### src/rtl/gpu16_pkg.sv
// gpu16_pkg: command record, sequencer states and opcodes shared by the GPU16 command queue.
package gpu16_pkg;
  localparam logic [4:0] GPU16_OP_NOP = 5'd0;
  typedef struct packed {
    logic [4:0]  instruction;
    logic [15:0] data;
    logic [12:0] gpc_s;
    logic [12:0] gpc_i;
    logic [7:0]  inc_a;
    logic [7:0]  inc_b;
    logic [7:0]  repeat_amount;
  } gpu16_cmd_t;
  localparam int GPU16_CMD_W = $bits(gpu16_cmd_t);
  typedef enum logic [1:0] {ST_IDLE, ST_START, ST_WAIT_BUSY, ST_WAIT_DONE} gpu16_cmdq_state_t;
endpackage

### src/rtl/gpu16_cmd_fifo.sv
// gpu16_cmd_fifo: DEPTH-entry command FIFO with head look-ahead; caller guards push/pop against full/empty.
module gpu16_cmd_fifo import gpu16_pkg::*; #(
  parameter int DEPTH = 4
) (
  input  logic                     clk,
  input  logic                     reset,
  input  logic                     push,
  input  logic                     pop,
  input  logic [GPU16_CMD_W-1:0]   din,
  output logic [GPU16_CMD_W-1:0]   head,
  output logic [$clog2(DEPTH):0]   count
);
  localparam int AW = $clog2(DEPTH);
  localparam int CW = AW + 1;
  logic [GPU16_CMD_W-1:0] mem [DEPTH];
  logic [AW-1:0] wr_ptr, rd_ptr;
  assign head = mem[rd_ptr];
  always_ff @(posedge clk)
    if (push) mem[wr_ptr] <= din;
  always_ff @(posedge clk or negedge reset)
    if (!reset) begin
      wr_ptr <= '0;
      rd_ptr <= '0;
      count  <= '0;
    end else begin
      if (push) wr_ptr <= wr_ptr + 1'b1;
      if (pop) rd_ptr <= rd_ptr + 1'b1;
      count <= count + CW'(push) - CW'(pop);
    end
endmodule

### src/rtl/gpu16_cmd_queue.sv
// gpu16_cmd_queue: buffers CPU commands and issues them to GPU16 one at a time with a start pulse.
// Optional GPU16_CMDQ_STATS_EN adds issued_count and timeout_count.
module gpu16_cmd_queue import gpu16_pkg::*; #(
  parameter int DEPTH     = 4,
  parameter int BUSY_WAIT = 4
) (
  input  logic                   clk,
  input  logic                   reset,
  input  logic                   cmd_valid,
  output logic                   cmd_ready,
  input  logic [4:0]             cmd_instruction,
  input  logic [15:0]            cmd_data,
  input  logic [12:0]            cmd_gpc_s,
  input  logic [12:0]            cmd_gpc_i,
  input  logic [7:0]             cmd_inc_a,
  input  logic [7:0]             cmd_inc_b,
  input  logic [7:0]             cmd_repeat,
  input  logic                   busy,
  output logic                   gpu_start,
  output logic [4:0]             instruction,
  output logic [15:0]            cpu_data,
  output logic [12:0]            gpc_val_s,
  output logic [12:0]            gpc_val_i,
  output logic [7:0]             gpc_inc_amount_a,
  output logic [7:0]             gpc_inc_amount_b,
  output logic [7:0]             repeat_op_amount,
  output logic [$clog2(DEPTH):0] queue_count,
  output logic                   idle
`ifdef GPU16_CMDQ_STATS_EN
  ,
  output logic [15:0]            issued_count,
  output logic [7:0]             timeout_count
`endif
);
  localparam int CW = $clog2(DEPTH) + 1;
  localparam int WW = $clog2(BUSY_WAIT + 1);
  gpu16_cmdq_state_t state;
  gpu16_cmd_t in_cmd, head, cur;
  logic [GPU16_CMD_W-1:0] head_bits;
  logic [WW-1:0] wait_cnt;
  logic [CW-1:0] count_n;
  logic push, pop, issue, timeout, to_idle;
  assign in_cmd = {cmd_instruction, cmd_data, cmd_gpc_s, cmd_gpc_i, cmd_inc_a, cmd_inc_b, cmd_repeat};
  assign head = head_bits;
  assign cmd_ready = queue_count < CW'(DEPTH);
  assign push = cmd_valid && cmd_ready;
  assign pop = state == ST_IDLE && queue_count != '0;
  assign issue = pop && head.instruction != GPU16_OP_NOP;
  assign timeout = state == ST_WAIT_BUSY && !busy && wait_cnt == WW'(BUSY_WAIT - 1);
  assign count_n = queue_count + CW'(push) - CW'(pop);
  // Sequencer will sit in IDLE after this edge: a NOP/empty IDLE, a busy timeout or busy falling.
  assign to_idle = (state == ST_IDLE && !issue) || timeout || (state == ST_WAIT_DONE && !busy);
  gpu16_cmd_fifo #(.DEPTH(DEPTH)) u_fifo (
    .clk   (clk),
    .reset (reset),
    .push  (push),
    .pop   (pop),
    .din   (in_cmd),
    .head  (head_bits),
    .count (queue_count)
  );
  always_ff @(posedge clk or negedge reset)
    if (!reset) begin
      state     <= ST_IDLE;
      wait_cnt  <= '0;
      gpu_start <= 1'b0;
      idle      <= 1'b1;
      cur       <= '0;
    end else begin
      gpu_start <= issue;
      idle      <= to_idle && count_n == '0;
      case (state)
        ST_IDLE: if (issue) begin
          cur   <= head;
          state <= ST_START;
        end
        ST_START: begin
          wait_cnt <= '0;
          state    <= ST_WAIT_BUSY;
        end
        ST_WAIT_BUSY:
          if (busy) state <= ST_WAIT_DONE;
          else if (timeout) state <= ST_IDLE;
          else wait_cnt <= wait_cnt + 1'b1;
        default: if (!busy) state <= ST_IDLE;
      endcase
    end
  assign instruction      = cur.instruction;
  assign cpu_data         = cur.data;
  assign gpc_val_s        = cur.gpc_s;
  assign gpc_val_i        = cur.gpc_i;
  assign gpc_inc_amount_a = cur.inc_a;
  assign gpc_inc_amount_b = cur.inc_b;
  assign repeat_op_amount = cur.repeat_amount;
`ifdef GPU16_CMDQ_STATS_EN
  always_ff @(posedge clk or negedge reset)
    if (!reset) begin
      issued_count  <= '0;
      timeout_count <= '0;
    end else begin
      if (gpu_start) issued_count <= issued_count + 1'b1;
      if (timeout && timeout_count != 8'hFF) timeout_count <= timeout_count + 1'b1;
    end
`endif
endmodule

### config.mk
export PLATFORM = sky130hd
export DESIGN_NAME = gpu16_cmd_queue
export DESIGN_NICKNAME = d
export VERILOG_FILES = /design/src/rtl/gpu16_pkg.sv /design/src/rtl/gpu16_cmd_fifo.sv /design/src/rtl/gpu16_cmd_queue.sv
export SDC_FILE = /design/constraint.sdc
export NUM_CORES = 1
export LEC_CHECK = 0
export ABC_AREA = 1
export CAP_MARGIN = 15
export CORE_UTILIZATION = 57
export DETAILED_ROUTE_END_ITERATION = 16
export PLACE_DENSITY = 0.8
export SLEW_MARGIN = 20
export SYNTH_ARGS = -nofsm -noshare
export SYNTH_HDL_FRONTEND = slang
export SYNTH_HIERARCHICAL = 1
export SYNTH_SLANG_ARGS = --single-unit
### constraint.sdc
create_clock -name clk -period 3.9 [get_ports clk]
set_clock_uncertainty 0.1 [all_clocks]
set_input_delay 0.39 -clock clk [delete_from_list [all_inputs] [get_ports clk]]
set_output_delay 0.39 -clock clk [all_outputs]
set_load 0.02 [all_outputs]
==> flow_summary.json <==
{
  "cts-buffers-inserted": 36,
  "vias": 10600,
  "period_minus_slack_ns": 3.18,
  "fmax_mhz": 315,
  "cts-root-buf": "clkbuf_16",
  "fp.coreArea_um2": 26400,
  "drc": 0,
  "antenna_found_initial": 0,
  "routed_via_density": 5.22,
  "fin_area_um2": 18300,
  "io_pins": 152,
  "first_pass_iters": 6,
  "internal-power_w": 0.00895,
  "clk_latency_ns": 0.51,
  "cellPowerDensity_nw_per_um2": 780,
  "start_util": 0.587,
  "cp.arrival_ns": 3.51,
  "antenna_cells": 0,
  "cts.sinks": 369,
  "fin_crit_sh": 0.814,
  "hold_path.class": "reg2reg",
  "maxCapViolCount": 0,
  "grtUsageTotal": 0.248,
  "peakVddDrop_uv": 495,
  "grt_max_degree": 75,
  "cts-resized-gates": 0,
  "netlist_area_um2": 15500,
  "yosys_register_bits": 369,
  "setup_viol": 0,
  "synth_cell_types": 23,
  "async_flop_share": 0.230,
  "yosys_warnings": 6,
  "htreeDepth": 2,
  "grt_pass1_vias": 10800,
  "grt_pass1_wl_um": 54000,
  "path_max_fanout": 46,
  "fill_cells": 1821,
  "ys_seq_area_frac": 0.689,
  "final_cells": 2022,
  "fin_tns_setup_ns": 0,
  "worstPathRequired_ns": 4.24,
  "syn_nets": 1604,
  "die_height_um": 167,
  "p_seq_frac": 0.396,
  "fin_nets": 1748,
  "use_met2": 0.442,
  "synth_ff_type": "edfxtp_1",
  "swShare": 0.374,
  "end_kind": "register",
  "top_usage_layer": "met2",
  "dieArea_um2": 27800,
  "grt.met1_usage": 0.313,
  "slew_violations": 0,
  "grt_overflow_total": 0,
  "area_delta_synth_final_pct": 18.5,
  "portBuffers": 151,
  "place.gp.congestion": 0.816,
  "tritoncts": "built",
  "p_comb_frac": 0.371,
  "clockPowerShare": 0.232,
  "gr-usage-met3": 0.0340,
  "layout_common_cells": "nand2_1 (589), inv_1 (303), edfxtp_1 (284)",
  "clockBufferDepth": 3,
  "drive_gt1_frac": 0.0480,
  "rsz0062_at_grt": "false",
  "syn_area_per_cell_um2": 10.2,
  "p_leak_nw": 8.53,
  "syn_inst": 1517,
  "placed_area_um2": 17200,
  "dp.final_hpwl_um": 20300,
  "dpl.cell_count": 1957,
  "wl_per_cell_um": 16.8,
  "slew_headroom": 0.373,
  "criticalPathCategory": "reg2reg",
  "rows": 59,
  "setup.worst_path.start_class": "register",
  "die_x_um": 167,
  "synth-edff-count": 284,
  "postCtsHoldBufs": 1,
  "final_antenna_net_count": 0,
  "p_sw_w": 0.00534,
  "final_common_cell": "nand2_1",
  "routed_wl_um": 34000,
  "post_cts_buffers": 0,
  "clkTransAtPathRegs_ns": 0.06,
  "tightest_slew_ns": 0.940,
  "hold_viol_final": 0,
  "outcome": "complete, no violations",
  "drt_iter0_markers": 889
}
-- stage by stage --
stage	hold slack (ns)	power (W)	util	setup WS, ns
floorplan	-0.00559	0.00919	-	0.763
global placement	0.361	0.0108	0.652	0.909
detailed placement	0.364	0.0110	0.652	0.774
CTS	0.380	0.0143	0.695	0.749
global route	0.404	0.0151	0.695	0.597
finish	0.376	0.0143	0.695	0.724
-- sequential cells by signal, summed over array words and instances, names as in the netlist --
name / cells
u_fifo/mem: 284
cpu_data: 16
gpc_val_i: 13
gpc_val_s: 13
gpc_inc_amount_a: 8
gpc_inc_amount_b: 8
repeat_op_amount: 8
instruction: 5
u_fifo/count: 3
wait_cnt: 3
state: 2
u_fifo/rd_ptr: 2
u_fifo/wr_ptr: 2
gpu_start: 1
idle: 1
-- path summary, 6_finish.rpt --
path	end	start	cells after the start	slack (ns)
max in group asynchronous	gpc_val_i[9]	reset	3	2.38
hold / removal	gpc_val_i[9]	gpc_val_i[9]	2	0.38
setup reg to reg	gpc_val_s[8]	u_fifo/rd_ptr[1]	10	0.72
setup / recovery	gpc_val_s[8]	u_fifo/rd_ptr[1]	10	0.72
hold reg to reg	gpc_val_i[9]	gpc_val_i[9]	2	0.38
min in group asynchronous	instruction[0]	reset	2	0.45
-- final cells by class --
type | count | area [um2] | area share
multi-input cells | 774 | 3260 | 0.178
clock inverters | 16 | 123 | 0.00669
repair buffers | 168 | 1680 | 0.0915
inverters | 312 | 1180 | 0.0643
flip-flops and latches | 369 | 10700 | 0.582
well taps | 335 | 419 | 0.0229
clock buffers | 48 | 1010 | 0.0550
-- routing by layer --
layer,vias up,wire [um],part of all wire
li1,4963,-,-
met1,5114,13700,0.40
met2,411,17100,0.50
met3,62,2220,0.065
met4,0,900,0.026
met5,-,0,0
-- synthesized netlist by cell type, types with 2 or more instances --
cell | count | area share
buf_2 | 21 | 0.0068
ha_1 | 10 | 0.0081
inv_1 | 307 | 0.074
edfxtp_1 | 284 | 0.55
inv_2 | 5 | 0.0012
fa_1 | 2 | 0.0026
dfrtp_1 | 84 | 0.14
o21ai_0 | 4 | 0.0013
clkbuf_1 | 14 | 0.0034
nor2_1 | 11 | 0.0027
buf_4 | 17 | 0.0082
nand3_1 | 147 | 0.048
nand2_1 | 590 | 0.14
a21oi_1 | 2 | 0.00065
xor2_1 | 3 | 0.0017
buf_6 | 9 | 0.0066
-- kinds of logic after synthesis --
| group | Yosys count | synth area share |
|---|---|---|
| and+or+nand+nor | 750 | 0.194 |
| buffers and inverters | 374 | 0.101 |
| DFF | 369 | 0.689 |
| adders and majority gates | 12 | 0.0107 |
| AOI/OAI and AO/OA | 9 | 0.00380 |
| xor gates and xnor gates | 3 | 0.00170 |
-- power by group through the flow --
| stage | combinational [W] | sequential (W) | clock, W |
|---|---|---|---|
| after floorplan | 0.00315 | 0.00604 | 0 |
| after global placement | 0.00506 | 0.00569 | 0 |
| after detailed placement | 0.00526 | 0.00572 | 0 |
| after CTS | 0.00532 | 0.00566 | 0.00337 |
| after global routing | 0.00586 | 0.00574 | 0.00352 |
| final | 0.00531 | 0.00566 | 0.00332 |
-- critical path, cell delays in order (launching register included) --
cell and delay, ns:
dfrtp_4 0.62, buf_4 0.47, nand3_1 0.15, nand2_1 0.13, nor2_1 0.07, nand3_1 0.12, nand2_4 0.06, inv_2 0.65
buf_4 0.46, nand2_1 0.12, nand2_1 0.08
(Power assumes the default switching activity.)
